## config.mk

```make
export PLATFORM = sky130hd
export DESIGN_NAME = ps2_key_encoder
export DESIGN_NICKNAME = d
export VERILOG_FILES = /design/src/rtl/ps2_pkg.sv /design/src/rtl/ps2_line_filter.sv /design/src/rtl/ps2_key_encoder.sv
export SDC_FILE = /design/constraint.sdc
export NUM_CORES = 1
export LEC_CHECK = 0
export ABC_AREA = 1
export CAP_MARGIN = 20
export CORE_UTILIZATION = 35
export DETAILED_ROUTE_END_ITERATION = 7
export DONT_BUFFER_PORTS = 1
export SLEW_MARGIN = 20
export SYNTH_ARGS = -nofsm -noshare
export SYNTH_HDL_FRONTEND = slang
export SYNTH_HIERARCHICAL = 1
export SYNTH_SLANG_ARGS = --single-unit
```

## constraint.sdc

```tcl
create_clock -name clk_sys -period 2.55 [get_ports clk_sys]
set_input_delay 0 -clock clk_sys [delete_from_list [all_inputs] [get_ports clk_sys]]
set_output_delay 0 -clock clk_sys [all_outputs]
set_load 0.01 [all_outputs]
```

## src/rtl/ps2_pkg.sv

```systemverilog
// Shared types and constants for the PS/2 keyboard encoder: frame FSM states,
// prefix/response byte values, ps2_key field offsets and small byte helpers.
package ps2_pkg;

    typedef enum logic [1:0] {
        ST_IDLE   = 2'd0,
        ST_DATA   = 2'd1,
        ST_PARITY = 2'd2,
        ST_STOP   = 2'd3
    } frame_state_e;

    localparam logic [7:0] CODE_E0 = 8'hE0;
    localparam logic [7:0] CODE_F0 = 8'hF0;
    localparam logic [7:0] CODE_E1 = 8'hE1;
    localparam logic [7:0] CODE_AA = 8'hAA;
    localparam logic [7:0] CODE_FA = 8'hFA;
    localparam logic [7:0] CODE_EE = 8'hEE;
    localparam logic [7:0] CODE_FE = 8'hFE;
    localparam logic [7:0] CODE_00 = 8'h00;
    localparam logic [7:0] CODE_FF = 8'hFF;

    localparam int KEY_TOGGLE_BIT  = 10;
    localparam int KEY_PRESSED_BIT = 9;
    localparam int KEY_EXT_BIT     = 8;
    localparam int KEY_CODE_MSB    = 7;
    localparam int KEY_CODE_LSB    = 0;

    // Odd parity holds when data bits plus parity bit contain an odd number of ones.
    function automatic logic odd_parity_ok(input logic [7:0] data, input logic par);
        return ^{data, par};
    endfunction

    function automatic logic is_response(input logic [7:0] b);
        logic r;
        case (b)
            CODE_AA, CODE_FA, CODE_EE, CODE_FE, CODE_00, CODE_FF: r = 1'b1;
            default:                                              r = 1'b0;
        endcase
        return r;
    endfunction

endpackage

```

## src/rtl/ps2_line_filter.sv

```systemverilog
// Synchronises both PS/2 lines, glitch-filters the clock line and flags each
// falling edge of the filtered clock as a one-cycle sample event.
module ps2_line_filter #(
    parameter int FILTER_LEN = 8
) (
    input  logic clk,
    input  logic rst_n,
    input  logic clk_raw,
    input  logic data_raw,
    output logic clk_fall,
    output logic data_sync
);
    localparam logic [7:0] CNT_MAX = 8'(FILTER_LEN - 1);

    logic [1:0] clk_sync_q, clk_sync_d;
    logic [1:0] data_sync_q, data_sync_d;
    logic [7:0] cnt_q, cnt_d;
    logic       filt_q, filt_d;
    logic       filt_dly_q, filt_dly_d;
    logic       fall_q, fall_d;

    // Filter counter counts consecutive samples disagreeing with the filtered level.
    always_comb begin
        clk_sync_d  = {clk_sync_q[0], clk_raw};
        data_sync_d = {data_sync_q[0], data_raw};
        filt_d      = filt_q;
        cnt_d       = 8'd0;
        if (clk_sync_q[1] != filt_q) begin
            if (cnt_q == CNT_MAX) begin
                filt_d = clk_sync_q[1];
                cnt_d  = 8'd0;
            end else begin
                cnt_d = cnt_q + 8'd1;
            end
        end else begin
            cnt_d = 8'd0;
        end
        filt_dly_d = filt_q;
        fall_d     = filt_dly_q & ~filt_q;
    end

    // Line state registers; idle PS/2 lines are high.
    always_ff @(posedge clk or negedge rst_n) begin
        if (!rst_n) begin
            clk_sync_q  <= 2'b11;
            data_sync_q <= 2'b11;
            cnt_q       <= 8'd0;
            filt_q      <= 1'b1;
            filt_dly_q  <= 1'b1;
            fall_q      <= 1'b0;
        end else begin
            clk_sync_q  <= clk_sync_d;
            data_sync_q <= data_sync_d;
            cnt_q       <= cnt_d;
            filt_q      <= filt_d;
            filt_dly_q  <= filt_dly_d;
            fall_q      <= fall_d;
        end
    end

    assign clk_fall  = fall_q;
    assign data_sync = data_sync_q[1];

endmodule

```

## src/rtl/ps2_key_encoder.sv

```systemverilog
// Turns a raw PS/2 device-to-host stream into the 11-bit ps2_key event word:
// frame FSM with watchdog, then E0/F0/E1 prefix decoding.
module ps2_key_encoder
    import ps2_pkg::*;
#(
    parameter int FILTER_LEN = 8,
    parameter int TIMEOUT    = 65535
) (
    input  logic        clk_sys,
    input  logic        reset_n,
    input  logic        ps2_clk,
    input  logic        ps2_data,
    output logic [10:0] ps2_key,
    output logic        key_strobe,
    output logic        frame_err
);
    localparam int              WD_W   = $clog2(TIMEOUT + 1);
    localparam logic [WD_W-1:0] WD_MAX = WD_W'(TIMEOUT);

    logic [1:0]      rst_sync_q, rst_sync_d;
    logic            rst_n_s, sample_s, data_s, perr_s, timeout_s;
    frame_state_e    state_q, state_d;
    logic [2:0]      bitcnt_q, bitcnt_d;
    logic [7:0]      shift_q, shift_d;
    logic            par_q, par_d;
    logic [WD_W-1:0] wdog_q, wdog_d;
    logic            byte_vld_q, byte_vld_d;
    logic [7:0]      byte_q, byte_d;
    logic            err_q, err_d;
    logic            ext_q, ext_d, rel_q, rel_d;
    logic [2:0]      skip_q, skip_d;
    logic [10:0]     key_q, key_d;
    logic            strobe_q, strobe_d;

    assign rst_sync_d = {rst_sync_q[0], 1'b1};
    assign rst_n_s    = rst_sync_q[1];

    // Reset asserts immediately but releases on a clk_sys edge.
    always_ff @(posedge clk_sys or negedge reset_n) begin
        if (!reset_n) begin
            rst_sync_q <= 2'b00;
        end else begin
            rst_sync_q <= rst_sync_d;
        end
    end

    ps2_line_filter #(.FILTER_LEN(FILTER_LEN)) u_line (
        .clk       (clk_sys),
        .rst_n     (rst_n_s),
        .clk_raw   (ps2_clk),
        .data_raw  (ps2_data),
        .clk_fall  (sample_s),
        .data_sync (data_s)
    );

    // Frame FSM and watchdog; a sample event always beats a simultaneous timeout.
    always_comb begin
        state_d    = state_q;
        bitcnt_d   = bitcnt_q;
        shift_d    = shift_q;
        par_d      = par_q;
        byte_vld_d = 1'b0;
        byte_d     = byte_q;
        perr_s     = 1'b0;
        timeout_s  = (state_q != ST_IDLE) && !sample_s && (wdog_q == WD_MAX);
        if ((state_q == ST_IDLE) || sample_s) begin
            wdog_d = '0;
        end else if (wdog_q != WD_MAX) begin
            wdog_d = wdog_q + 1'b1;
        end else begin
            wdog_d = wdog_q;
        end
        case (state_q)
            ST_IDLE: begin
                if (sample_s && !data_s) begin
                    state_d  = ST_DATA;
                    bitcnt_d = 3'd0;
                end else begin
                    state_d = ST_IDLE;
                end
            end
            ST_DATA: begin
                if (sample_s) begin
                    shift_d  = {data_s, shift_q[7:1]};
                    bitcnt_d = bitcnt_q + 3'd1;
                    if (bitcnt_q == 3'd7) begin
                        state_d = ST_PARITY;
                    end else begin
                        state_d = ST_DATA;
                    end
                end else if (timeout_s) begin
                    state_d = ST_IDLE;
                end else begin
                    state_d = ST_DATA;
                end
            end
            ST_PARITY: begin
                if (sample_s) begin
                    par_d   = data_s;
                    state_d = ST_STOP;
                end else if (timeout_s) begin
                    state_d = ST_IDLE;
                end else begin
                    state_d = ST_PARITY;
                end
            end
            ST_STOP: begin
                if (sample_s) begin
                    state_d = ST_IDLE;
                    if (data_s && odd_parity_ok(shift_q, par_q)) begin
                        byte_vld_d = 1'b1;
                        byte_d     = shift_q;
                    end else begin
                        perr_s = 1'b1;
                    end
                end else if (timeout_s) begin
                    state_d = ST_IDLE;
                end else begin
                    state_d = ST_STOP;
                end
            end
            default: state_d = ST_IDLE;
        endcase
        err_d = perr_s | timeout_s;
    end

    // Byte decoder; a bad frame clears prefixes, a timeout leaves them alone.
    always_comb begin
        ext_d    = ext_q;
        rel_d    = rel_q;
        skip_d   = skip_q;
        key_d    = key_q;
        strobe_d = 1'b0;
        if (perr_s) begin
            ext_d  = 1'b0;
            rel_d  = 1'b0;
            skip_d = 3'd0;
        end else if (byte_vld_q) begin
            if (skip_q != 3'd0) begin
                skip_d = skip_q - 3'd1;
            end else begin
                case (byte_q)
                    CODE_E0: ext_d = 1'b1;
                    CODE_F0: rel_d = 1'b1;
                    CODE_E1: begin
                        skip_d = 3'd7;
                        ext_d  = 1'b0;
                        rel_d  = 1'b0;
                    end
                    default: begin
                        if (!ext_q && !rel_q && is_response(byte_q)) begin
                            strobe_d = 1'b0;
                        end else begin
                            key_d[KEY_TOGGLE_BIT]              = ~key_q[KEY_TOGGLE_BIT];
                            key_d[KEY_PRESSED_BIT]             = ~rel_q;
                            key_d[KEY_EXT_BIT]                 = ext_q;
                            key_d[KEY_CODE_MSB:KEY_CODE_LSB]   = byte_q;
                            strobe_d                           = 1'b1;
                            ext_d                              = 1'b0;
                            rel_d                              = 1'b0;
                        end
                    end
                endcase
            end
        end else begin
            skip_d = skip_q;
        end
    end

    // State and output registers.
    always_ff @(posedge clk_sys or negedge rst_n_s) begin
        if (!rst_n_s) begin
            state_q    <= ST_IDLE;
            bitcnt_q   <= 3'd0;
            shift_q    <= 8'd0;
            par_q      <= 1'b0;
            wdog_q     <= '0;
            byte_vld_q <= 1'b0;
            byte_q     <= 8'd0;
            err_q      <= 1'b0;
            ext_q      <= 1'b0;
            rel_q      <= 1'b0;
            skip_q     <= 3'd0;
            key_q      <= 11'd0;
            strobe_q   <= 1'b0;
        end else begin
            state_q    <= state_d;
            bitcnt_q   <= bitcnt_d;
            shift_q    <= shift_d;
            par_q      <= par_d;
            wdog_q     <= wdog_d;
            byte_vld_q <= byte_vld_d;
            byte_q     <= byte_d;
            err_q      <= err_d;
            ext_q      <= ext_d;
            rel_q      <= rel_d;
            skip_q     <= skip_d;
            key_q      <= key_d;
            strobe_q   <= strobe_d;
        end
    end

    assign ps2_key    = key_q;
    assign key_strobe = strobe_q;
    assign frame_err  = err_q;

endmodule
```

==> impl_metrics.json <==
{
  "outcome": "complete, no violations",
  "avgSynthCellArea_um2": 8.46,
  "clockRootBuffer": "clkbuf_8",
  "viasPerCell": 4.76,
  "period_share": 0.699,
  "grtUsageMet2": 0.228,
  "finish.net_count": 458,
  "ir_drop_mv": 0.387,
  "busiest_layer": "met2",
  "multi_input_area_um2": 1530,
  "worstSetupStartpointType": "flop",
  "drt_pass1_iterations": 4,
  "tritoncts": "yes",
  "grt_max_degree": 28,
  "synth_ff_type": "dfrtp_1",
  "ys_ff_latch": 74,
  "synth_edf_count": 0,
  "antenna_found_initial": 0,
  "grt-ovfl-total": 0,
  "syn_to_final_growth_pct": 10.4,
  "skew_ps": 13.2,
  "worstSkewPairLatency_ps": 340,
  "worstHoldPathType": "input port to flop",
  "drive_above_1_share": 0.139,
  "finalSetupViolations": 0,
  "cts.sinks": 74,
  "crit_family": "simple AND/OR/NAND/NOR gates",
  "cp_data_arrival_time_ps": 2010,
  "std_cell_rows": 36,
  "post_cts_buffers": 0,
  "hold_viol": 0,
  "path_cells": "inv_1 -> ha_1 -> nand2_1 -> nor2_1 -> nand3_1 -> nor2_4 -> nand2_4 -> nand2_1 -> nand2_1",
  "place_area_um2": 3820,
  "ys_seq_area_frac": 0.509,
  "synthArstFlopShare": 1.00,
  "synth_area_leaders": "dfrtp_1 (47%), nand2_1 (11%), nand3_1 (5.3%)",
  "required_ps": 2780,
  "reg2reg_to": "ps2_key[0]$_DFFE_PN0P_",
  "r2r_start": "skip_q[0]$_DFFE_PN0P_",
  "initial_core_util": 0.367,
  "crit_path_start": "skip_q[0]$_DFFE_PN0P_",
  "p_leak_uw": 0.00197,
  "syn_inst": 432,
  "crit_buf_inv": 1,
  "grt_use_total": 0.135,
  "p_total_uw": 2610,
  "first_iter_violations": 139,
  "power_density_nw_per_um2": 647,
  "detail_route.wirelength_um": 6650,
  "pin_count": 17,
  "rsz0062_at_grt": "false",
  "slew_headroom": 0.598,
  "crit_top_cell": "nand2_1",
  "use_met3": 0.0445,
  "fin_crit_ps": 1780,
  "syn_nets": 443,
  "final_area_um2": 4030,
  "synth-warning-count": 6,
  "grt_pass1_vias": 2658,
  "crit_slowest_cell": "dfrtp_1",
  "seqCellArea_um2": 1860,
  "r2r_slack_ps": 770,
  "path_max_fanout": 12,
  "crit_end": "ps2_key[0]$_DFFE_PN0P_",
  "synth_area_leader_cell": "dfrtp_1",
  "ctsLongestPathBuffers": 2,
  "drv_cap": 0,
  "gp_congestion": 0.867,
  "diodes": 0,
  "final.fill_count": 1008,
  "cp.depth": 9,
  "dp.cells": 565,
  "die_x_um": 104,
  "h-tree-depth": 3,
  "ant_nets": 0,
  "ff2ff_path_depth": 9,
  "ys_types": 36,
  "io_buffer_count": 0,
  "vias": 2783,
  "cts_buffers": 9,
  "die_area_um2": 10900,
  "drv_slew": 0,
  "max_stage_delay_ps": 360,
  "die_y_um": 104,
  "fmax_mhz": 561,
  "dp_hpwl_um": 4920,
  "netlist_area_um2": 3650,
  "fin_cells": 585,
  "drc": 0,
  "core_area_um2": 9950,
  "worst_pin_slew_ps": 603,
  "met1_usage": 0.166,
  "wl_per_cell_um": 11.4,
  "synth_top_area_share": 0.466,
  "crit_type": "flop to flop",
  "fin_setup_tns_ps": 0,
  "critPathCaptureType": "flop",
  "clk_pin_slew_ps": 70,
  "grt_pass1_wl_um": 12000
}
-- per-stage QoR --
step | hold slack [ps] | utilization | setup slack, ps
3_5_place_dp | -296 | 0.384 | 771
5_1_grt | 183 | 0.405 | 581
3_3_place_gp | -296 | 0.384 | 783
6_report | 207 | 0.405 | 767
2_1_floorplan | -296 | - | 347
4_1_cts | 177 | 0.405 | 749
-- cell usage in the layout (no fill, tap or decap), types with 2 or more instances in the layout --
cell / n
dfrtp_1: 67
nor3_1: 11
clkbuf_8: 11
dfstp_2: 6
buf_4: 7
nor2_1: 35
nand2_4: 2
or2_2: 3
o31ai_1: 5
nand3_2: 6
clkbuf_1: 3
a21oi_1: 7
o21ai_2: 8
nand4_1: 10
dlygate4sd3_1: 4
inv_1: 52
nand3_1: 39
o21ai_0: 18
o211ai_1: 3
xnor2_1: 3
a31oi_1: 4
o21ai_1: 4
ha_1: 7
inv_2: 4
nand2_2: 5
xor2_1: 4
nor2_2: 4
nand2_1: 109
-- where the power goes --
group	internal (µW)	switching [µW]	total (µW)
registers	1270	101	1380
logic	144	275	419
clock network	407	408	814
total	1830	784	2610
-- synthesized netlist by cell type, types with 2 or more instances --
cell type	number
inv_2	4
o211ai_1	3
nor3_1	11
inv_1	52
nand2_4	2
nand2_1	109
buf_6	3
or2_2	3
dfrtp_1	68
dfstp_2	6
a21oi_1	7
nand3_1	39
nor2_2	4
o31ai_1	5
a31oi_1	4
o21ai_2	8
nand3_2	6
nand4_1	10
xnor2_1	3
ha_1	7
o21ai_1	4
nand2_2	5
buf_2	2
xor2_1	4
nor2_1	35
o21ai_0	18
-- logic make-up after synthesis --
| logic type | share of synthesized area |
|---|---|
| and+or+nand+nor | 0.288 |
| DFF | 0.509 |
| buffers and inverters | 0.0726 |
| AOI/OAI and AO/OA | 0.0887 |
| xor gates and xnor gates | 0.0168 |
| adders and majority gates | 0.0240 |
| other | 0.00103 |
-- state kept, by name, summed over array words and instances, names as in the netlist, 3 cells and up --
register	count
skip_q	3
ps2_key	11
shift_q	8
bitcnt_q	3
u_line/cnt_q	8
byte_q	8
wdog_q	16
-- cell type report --
cell class | instances | share of cell area
clock buffers | 14 | 0.0403
flip-flops and latches | 74 | 0.461
multi-input cells | 295 | 0.379
inverters | 56 | 0.0521
clock inverters | 2 | 0.00310
well taps | 133 | 0.0413
repair buffers | 11 | 0.0230
-- worst min path at each step --
stage | startpoint | to | cells after the start
6_report | ps2_clk | u_line/clk_sync_q[0]$_DFF_PN1_ | 1
5_1_grt | ps2_data | u_line/data_sync_q[0]$_DFF_PN1_ | 1
4_1_cts | ps2_data | u_line/data_sync_q[0]$_DFF_PN1_ | 1
3_5_place_dp | reset_n | rst_sync_q[0]$_DFF_PN0_ | 0
3_3_place_gp | reset_n | rst_sync_q[0]$_DFF_PN0_ | 0
2_1_floorplan | reset_n | rst_sync_q[0]$_DFF_PN0_ | 0
-- metal layers --
layer  vias to the layer above  wire length, µm
li1                       1430                -
met2                        71             3100
met1                      1275             3140
met4                         0               79
met3                         7              328
met5                         -                0
-- worst reg2reg max path, delay by kind of cell, from the launching register on --
family                     cells  cell delay [ps]
adders and majority gates      1              180
and+or+nand+nor                7             1030
DFF                            1              360
buffers and inverters          1              100
-- repair_timing --
action	CTS	global route
endpoints found under the hold margin	4	0
resized for setup	0	0
hold buffers	4	0
Note: power is estimated with default switching activity, not from simulation.
